`config.mk`:
```
export PLATFORM = sky130hd
export DESIGN_NAME = ide_mgmt_arbiter
export DESIGN_NICKNAME = d
export VERILOG_FILES = /design/src/rtl/ide_mgmt_arbiter.sv
export SDC_FILE = /design/constraint.sdc
export NUM_CORES = 1
export LEC_CHECK = 0
export CAP_MARGIN = 20
export CORE_MARGIN = 3
export CORE_UTILIZATION = 40
export CTS_CLUSTER_DIAMETER = 50
export CTS_CLUSTER_SIZE = 28
export DETAILED_ROUTE_END_ITERATION = 6
export HOLD_SLACK_MARGIN = 0.15
export PLACE_DENSITY_LB_ADDON = 0.05
export SYNTH_ARGS = -nofsm -noshare
export SYNTH_HDL_FRONTEND = slang
export SYNTH_HIERARCHICAL = 1
export SYNTH_SLANG_ARGS = --single-unit
```
`constraint.sdc`:
```
create_clock -name clk -period 2.6 [get_ports clk]
set_input_delay 0.39 -clock clk [delete_from_list [all_inputs] [get_ports clk]]
set_output_delay 0.39 -clock clk [all_outputs]
set_load 0.05 [all_outputs]
```
`src/rtl/ide_mgmt_arbiter.sv`:
```
// Round-robin arbiter sharing one host management port between two IDE channels.
// Grant is held until the channel's request clears or the host goes idle too long.

module ide_mgmt_strobe (
  input  logic clk,
  input  logic rst_n,
  input  logic en,
  input  logic wr,
  input  logic rd,
  output logic mgmt_write,
  output logic mgmt_read
);
  always_ff @(posedge clk) begin
    if (!rst_n) begin
      mgmt_write <= 1'b0;
      mgmt_read  <= 1'b0;
    end else begin
      mgmt_write <= en & wr;
      mgmt_read  <= en & rd;
    end
  end
endmodule

module ide_mgmt_arbiter #(
  parameter int              TO_W    = 24,
  parameter logic [TO_W-1:0] TIMEOUT = 24'hFFFFFF
) (
  input  logic        clk,
  input  logic        rst_n,
  input  logic [2:0]  ch_request0,
  input  logic [2:0]  ch_request1,
  output logic [3:0]  mgmt_address,
  output logic [15:0] mgmt_writedata,
  output logic [1:0]  mgmt_write,
  output logic [1:0]  mgmt_read,
  input  logic [15:0] mgmt_readdata0,
  input  logic [15:0] mgmt_readdata1,
  input  logic [3:0]  host_address,
  input  logic        host_write,
  input  logic [15:0] host_writedata,
  input  logic        host_read,
  output logic [15:0] host_readdata,
  output logic        host_irq,
  output logic        host_chan,
  output logic [2:0]  host_request,
  output logic        timeout
);
  localparam int NUM_CH = 2;

  typedef enum logic [1:0] {IDLE, LOCK, DRAIN} state_t;

  state_t                  state;
  logic                    last_served;
  logic [TO_W-1:0]         to_cnt;
  logic [NUM_CH-1:0][2:0]  req_q;
  logic [NUM_CH-1:0]       chan_en;
  logic                    fwd;
  logic                    grant_ch;
  logic                    any_req;

  // Strobes pass through during DRAIN too, so the channel sees each falling edge.
  assign fwd = (state != IDLE);

  genvar g;
  generate
    for (g = 0; g < NUM_CH; g++) begin : g_ch
      assign chan_en[g] = fwd && (host_chan == g[0]);
      ide_mgmt_strobe u_strobe (
        .clk        (clk),
        .rst_n      (rst_n),
        .en         (chan_en[g]),
        .wr         (host_write),
        .rd         (host_read),
        .mgmt_write (mgmt_write[g]),
        .mgmt_read  (mgmt_read[g])
      );
    end
  endgenerate

  always_comb begin
    any_req  = (|req_q[0]) || (|req_q[1]);
    grant_ch = ((|req_q[0]) && (|req_q[1])) ? ~last_served : (|req_q[1]);
    host_readdata = 16'hFFFF;
    if (state != IDLE)
      host_readdata = host_chan ? mgmt_readdata1 : mgmt_readdata0;
  end

  always_ff @(posedge clk) begin
    if (!rst_n) begin
      state          <= IDLE;
      last_served    <= 1'b1;
      to_cnt         <= '0;
      req_q          <= '0;
      host_chan      <= 1'b0;
      host_request   <= 3'b000;
      host_irq       <= 1'b0;
      timeout        <= 1'b0;
      mgmt_address   <= 4'h0;
      mgmt_writedata <= 16'h0000;
    end else begin
      req_q   <= {ch_request1, ch_request0};
      timeout <= 1'b0;
      if (fwd) begin
        mgmt_address   <= host_address;
        mgmt_writedata <= host_writedata;
      end
      case (state)
        IDLE: begin
          if (any_req) begin
            host_chan    <= grant_ch;
            host_request <= req_q[grant_ch];
            host_irq     <= 1'b1;
            to_cnt       <= '0;
            state        <= LOCK;
          end
        end
        LOCK: begin
          host_request <= req_q[host_chan];
          host_irq     <= |req_q[host_chan];
          if (host_write || host_read) to_cnt <= '0;
          else if (to_cnt != '1)       to_cnt <= to_cnt + 1'b1;
          if (req_q[host_chan] == 3'b000) begin
            state <= DRAIN;
          end else if (to_cnt == TIMEOUT) begin
            state   <= DRAIN;
            timeout <= 1'b1;
          end
        end
        DRAIN: begin
          if (!host_write && !host_read && !(|mgmt_write) && !(|mgmt_read)) begin
            last_served  <= host_chan;
            host_irq     <= 1'b0;
            host_request <= 3'b000;
            state        <= IDLE;
          end
        end
        default: state <= IDLE;
      endcase
    end
  end
endmodule

```
==> flow_summary_export.csv, run 1 <==
group,metric,value,unit
routing,drc,0,
timing,tns,0,ns
logic_synthesis,synthesis.area,3230,sq um
logic_synthesis,syn_nets,422,
critical_path,cp.arrival,1.91,ns
logic_synthesis,syn-instance-count,355,
critical_path,cp_data_required_time,2.21,ns
critical_path,endpoint_kind,"output pin",
critical_path,critPathKind,"flip-flop to output pin",
timing,fmax,0.435,GHz
critical_path,path_cells,"inv_1, ha_2, buf_4, a211o_1, buf_4",
grt,antenna_found_initial,0,
cts,clock_path_buffers,2,
cts,cts_max_level,3,
routing,antenna_left,0,
logic_synthesis,synth-simple-area-share,24.7,%
floorplan,start_util,41.6,%
worst_hold_path,hp-start,"to_cnt[22]",
logic_synthesis,synth_compound_area_share,23.4,%
power_and_ir_drop,leakage,1.79,nW
logic_synthesis,muxShareOfSynthArea,8.06,%
power_and_ir_drop,p_comb_share,53.3,%
cts,clkTransAtPathRegs,0.08,ns
cells_and_area,fillerInstances,724,
critical_path,cpMaxStageDelayCell,"buf_4",
timing,fin_skew,0.0141,ns
logic_synthesis,avgSynthCellArea,9.09,sq um
logic_synthesis,synth-async-reset-ratio,0,%
timing,worst_slew_pin_slew,0.606,ns
power_and_ir_drop,p_per_area,948,nW/um^2
timing,worst_slack,0.301,ns
cells_and_area,multi_input_area,1880,sq um
logic_synthesis,synth_top_area_share,39.1,%
placement,gp_congestion,0.851,
logic_synthesis,ys_ff_latch,63,
cts,cts-root-buf,"clkbuf_8",
placement,io_buffers,107,
floorplan,dieHeight,95.8,um
placement,placed_area,4440,sq um
grt,grt_pass1_wl,14200,um
timing,slew_viol_final,0,
timing,rsz0062_at_grt,"false",
cells_and_area,layout_common_cells,"clkdlybuf4s50_1 (90), dfxtp_1 (63), nor2b_1 (29), nand2_1 (29), buf_4 (28)",
critical_path,cp_max_fo,41,
logic_synthesis,synth_top_family_by_area,"simple AND/OR/NAND/NOR gates",
logic_synthesis,netlist.top_cell.by_area,"dfxtp_1",
critical_path,rr_startpoint,"to_cnt[1]",
floorplan,ios,108,
timing,finalHoldViolCount,0,
critical_path,crit_buf_inv,3,
routing,num_vias,3174,
cells_and_area,final_common_cell,"clkdlybuf4s50_1",
logic_synthesis,yosys.area_share.xor_xnor,0,%
logic_synthesis,ys_types,52,
cells_and_area,regArea,1260,sq um
cts,post_cts_resized,0,
routing,first_pass_iters,4,
logic_synthesis,netlist_top_cells_area,"dfxtp_1 (39%), mux2i_1 (8.1%), nor2b_1 (5.6%)",
logic_synthesis,ys_seq_area_share,39.1,%
timing,fin_crit,2.30,ns
routing,routed_wl,8570,um
routing,post_drt_wl_per_cell,14.9,um
logic_synthesis,synth_ff_type,"dfxtp_1",
power_and_ir_drop,clkPwrFrac,19.3,%
cells_and_area,final_area,4630,sq um
worst_hold_path,min_path_type,"flip-flop to flip-flop",
power_and_ir_drop,vdd_drop_max,0.570,mV
routing,viasPerCell,5.51,
timing,post-route-period-util,88.4,%
grt,overflow,0,
critical_path,max_stage_delay,0.51,ns
grt,grt_max_degree,42,
placement,dp_hpwl,6440,um
floorplan,die_x,95.8,um
job,maxCapViolations,0,
logic_synthesis,ys_warn_count,6,
cells_and_area,diodes,0,
grt,grt_usage,19.5,%
cts,clock_sinks,63,
power_and_ir_drop,power_frac_seq,27.4,%
grt,grt_pass1_vias,3085,
timing,slew-limit-headroom,59.3,%
timing,finalSetupViolations,0,
cells_and_area,utilization,59.6,%
cts,ctsHoldBuffers,0,
cts,clkLatencyLatePin,0.34,ns
critical_path,crit_start,"state[1]",
floorplan,row_count,32,
critical_path,crit_top_cell,"buf_4",
power_and_ir_drop,switchingPower,1.99,mW
logic_synthesis,synth-edff-count,0,
cts,numCtsBuffers,9,
placement,dp_slack,0.245,ns
critical_path,crit_family,"buffers and inverters",
power_and_ir_drop,p_int,2.40,mW
cells_and_area,layout-drive-gt1-share,14.1,%
cts,post-cts-setup-buffers,0,
critical_path,startpoint_type,"flip-flop",
floorplan,dieArea,9180,sq um
cells_and_area,area_delta_synth_final,43.5,%
logic_synthesis,yosys.area_share.adder,1.94,%
floorplan,core_area,7770,sq um
cts,cts_tree,"built",
status,status,"finished clean",
power_and_ir_drop,swShare,45.3,%
routing,drtIter0Drc,61,
cells_and_area,fin_nets,536,
==> area by class of cell <==
| cell class | instances | area share (%) |
|---|---|---|
| inverter | 5 | 0.405 |
| tap | 102 | 2.75 |
| sequential | 63 | 27.2 |
| multi-input combinational | 270 | 40.5 |
| clock buffer | 9 | 2.67 |
| timing repair buffer | 120 | 24.8 |
| clock inverter | 7 | 1.59 |
==> logic make-up (layout without fill, tap and decap cells) <==
family,after synthesis,after routing
and+or+nand+nor,141,141
DFF,63,63
muxes,26,26
buffers and inverters,22,141
adders and majority gates,5,5
AOI/OAI and AO/OA,98,98
==> synth_stat cells (7+ instances only) <==
cell type,instances
a211o_1,16
a21oi_1,14
a31oi_1,10
and2_1,10
and3_1,10
clkbuf_1,12
dfxtp_1,63
mux2i_1,26
nand2_1,29
nand3_1,7
nor2_1,24
nor2b_1,29
o211ai_1,9
o21ai_0,8
o31ai_1,9
==> state kept, by name, indices dropped and copies added, names as in the netlist <==
name / count
to_cnt: 24
state: 2
req_q: 6
mgmt_address: 4
timeout: 1
g_ch.u_strobe/mgmt_read: 2
host_irq: 1
mgmt_writedata: 16
host_request: 3
host_chan: 1
g_ch.u_strobe/mgmt_write: 2
last_served: 1
==> stage by stage <==
stage,power [mW],hold WS [ns],instances
2_1_floorplan,2.84,0.436,355
3_3_place_gp,3.55,0.463,560
3_5_place_dp,3.57,0.464,560
4_1_cts,4.42,0.475,576
5_1_grt,4.63,0.521,576
6_report,4.39,0.474,576
==> layer usage <==
layer  GRT usage (%)  vias to the layer above  share of wire (%)
met5               0                        -                  0
met4            5.21                        0                1.1
met3            6.33                       11                5.6
met2            36.2                       84                 52
met1            21.1                     1503                 41
li1                -                     1576                  -
==> power groups by stage <==
stage | sequential (mW) | combinational, mW | clock (mW)
2_1_floorplan | 1.62 | 1.22 | 0
6_report | 1.20 | 2.34 | 0.847
3_5_place_dp | 1.22 | 2.35 | 0
4_1_cts | 1.20 | 2.35 | 0.868
3_3_place_gp | 1.22 | 2.33 | 0
5_1_grt | 1.22 | 2.49 | 0.914
==> path summary, 6_finish.rpt <==
kind | endpoint | slack, ns | cells after the start
min reg2reg | to_cnt[22] | 0.47 | 1
max reg2reg | state[1] | 0.34 | 6
max | host_readdata[8] | 0.30 | 5
min | to_cnt[22] | 0.47 | 1
Note: power is estimated with default switching activity, not from simulation.
==> inputs of run 2 (changes only) <==
--- a/config.mk
+++ b/config.mk
@@ -7,10 +7,11 @@
 export LEC_CHECK = 0
 export CAP_MARGIN = 20
 export CORE_MARGIN = 3
-export CORE_UTILIZATION = 40
+export CORE_UTILIZATION = 46
 export CTS_CLUSTER_DIAMETER = 50
 export CTS_CLUSTER_SIZE = 28
 export DETAILED_ROUTE_END_ITERATION = 6
+export GPL_ROUTABILITY_DRIVEN = 0
 export HOLD_SLACK_MARGIN = 0.15
 export PLACE_DENSITY_LB_ADDON = 0.05
 export SYNTH_ARGS = -nofsm -noshare
==> flow_summary_export.csv, run 2 (synthesized netlist as in run 1, its figures left out) <==
group,metric,value,unit
status,status,"finished clean",
critical_path,endpoint,"to_cnt[13]",
cts,clkLatencyLatePin,0.34,ns
critical_path,critPathKind,"flip-flop to flip-flop",
cells_and_area,top_register,"to_cnt",
cts,post_cts_resized,0,
timing,worst_slew_pin_slew,0.584,ns
cts,cts_max_level,3,
cts,cts_tree,"built",
timing,slew-limit-headroom,60.7,%
routing,drc,0,
routing,post_drt_wl_per_cell,14.8,um
floorplan,core_area,6570,sq um
power_and_ir_drop,p_comb_share,53.6,%
cells_and_area,final_common_cell,"clkdlybuf4s50_1",
floorplan,row_count,29,
cts,clkTransAtPathRegs,0.07,ns
critical_path,path_cells,"inv_1, ha_1, or3b_1, a31oi_4, o31ai_2, or4_1, a31oi_1",
critical_path,r2r-end,"to_cnt[13]",
cts,ctsHoldBuffers,0,
floorplan,die_x,89.8,um
timing,rsz0062_at_grt,"false",
critical_path,rr_startpoint,"state[1]",
timing,fin_skew,0.00941,ns
routing,top_layer_used,"met4",
routing,wl_met3,768,um
critical_path,cp_max_fo,7,
timing,fin_crit,2.22,ns
routing,dr_wl_met2,3890,um
floorplan,ios,108,
routing,routed_wl,8360,um
placement,placedCellCount,550,
placement,io_buffers,107,
timing,tns,0,ns
cells_and_area,layout_common_cells,"clkdlybuf4s50_1 (90), dfxtp_1 (63), nor2b_1 (29), nand2_1 (29), buf_4 (28)",
grt,grt_pass1_vias,3068,
timing,fmax,0.451,GHz
power_and_ir_drop,vdd_drop_max,0.592,mV
power_and_ir_drop,power_frac_seq,27.1,%
cells_and_area,largest_reg_flops,24,
critical_path,max_stage_delay,0.47,ns
power_and_ir_drop,p_per_area,952,nW/um^2
grt,overflow,0,
cells_and_area,area_delta_synth_final,42.6,%
critical_path,endpoint_kind,"flip-flop",
cells_and_area,utilization,70.1,%
critical_path,startpoint_type,"flip-flop",
cts,numCtsBuffers,9,
critical_path,cp.arrival,2.47,ns
routing,drt-met1-wl,3630,um
floorplan,start_util,49.2,%
timing,post-route-period-util,85.2,%
cts,clock_path_buffers,2,
power_and_ir_drop,p_int,2.43,mW
power_and_ir_drop,switchingPower,1.96,mW
grt,grt_max_degree,43,
cts,clock_sinks,63,
floorplan,dieArea,8060,sq um
power_and_ir_drop,leakage,1.78,nW
cells_and_area,fin_nets,535,
cts,post-cts-setup-buffers,0,
job,maxCapViolations,0,
worst_hold_path,min_path_type,"flip-flop to flip-flop",
timing,timing.hold.ws,0.485,ns
grt,grt_usage,21.2,%
routing,num_vias,3141,
timing,finalSetupViolations,0,
floorplan,dieHeight,89.8,um
cells_and_area,final_cell_count_no_fill,566,
critical_path,cpMaxStageDelayCell,"or4_1",
power_and_ir_drop,clkPwrFrac,19.3,%
critical_path,rrSetupSlack,0.38,ns
critical_path,cp_data_required_time,2.86,ns
cells_and_area,largestRegisters,"to_cnt x24, mgmt_writedata x16, req_q x6",
timing,slew_viol_final,0,
cts,cts-root-buf,"clkbuf_8",
critical_path,crit_start,"state[1]",
cells_and_area,diodes,0,
placement,dp_hpwl,6300,um
routing,drtIter0Drc,132,
cells_and_area,layout-drive-gt1-share,14.0,%
power_and_ir_drop,power,4.38,mW
grt,antenna_found_initial,0,
worst_hold_path,holdPathStages,1,
routing,first_pass_iters,4,
power_and_ir_drop,swShare,44.6,%
timing,finalHoldViolCount,0,
critical_path,rr_worst_depth,7,
routing,antenna_left,0,
grt,grt_pass1_wl,14400,um
routing,viasPerCell,5.55,
run 2: cell count changes in the layout (fill, tap and decap cells not counted), sizes merged:
cell / change
clkinv: -2
clkinvlp: +1
buf: -1
clkbuf: +1
run 2: worst min-delay path by stage:
| stage | slack, ns | to | start |
|---|---|---|---|
| detailed placement | 0.46 | to_cnt[22] | to_cnt[22] |
| global placement | 0.46 | to_cnt[22] | to_cnt[22] |
| global route | 0.51 | to_cnt[22] | to_cnt[22] |
| finish | 0.49 | to_cnt[22] | to_cnt[22] |
| CTS | 0.48 | to_cnt[22] | to_cnt[22] |
| floorplan | 0.44 | to_cnt[22] | to_cnt[22] |
run 2: power by group through the flow:
| stage | logic, mW | clock network (mW) | registers, mW |
|---|---|---|---|
| floorplan | 1.22 | 0 | 1.62 |
| finish | 2.35 | 0.846 | 1.19 |
| global route | 2.51 | 0.912 | 1.21 |
| detailed placement | 2.36 | 0 | 1.21 |
| global placement | 2.33 | 0 | 1.20 |
| CTS | 2.37 | 0.866 | 1.19 |
run 2: critical path: cells and delay by family (launching register included):
| family | cells | cell delay, ns |
|---|---|---|
| AO/OA/AOI/OAI | 3 | 0.50 |
| adder cells (fa/ha/maj) | 1 | 0.30 |
| flip-flops | 1 | 0.34 |
| AND/OR/NAND/NOR | 2 | 0.91 |
| buffers and inverters | 1 | 0.09 |
run 2: layer usage:
layer  up-vias  track usage, %
met5         -               0
met4         0            6.26
met3         9            7.76
met2       130            34.3
met1      1435            26.6
li1       1567               -
run 2: through the flow:
stage               setup slack, ns  instance area, sq um
global placement              0.271                  4400
floorplan                     0.347                  3230
detailed placement            0.195                  4400
global route                  0.222                  4600
finish                        0.385                  4600
CTS                           0.389                  4600
run 2: layout make-up:
| cell class | count | area [sq um] |
|---|---|---|
| fillers | 532 | 1970 |
| multi-input cells | 270 | 1880 |
| flip-flops and latches | 63 | 1260 |
| repair buffers | 119 | 1130 |
| clock buffers | 10 | 138 |
| well taps | 93 | 116 |
| clock inverters | 6 | 60.1 |
| inverters | 5 | 18.8 |
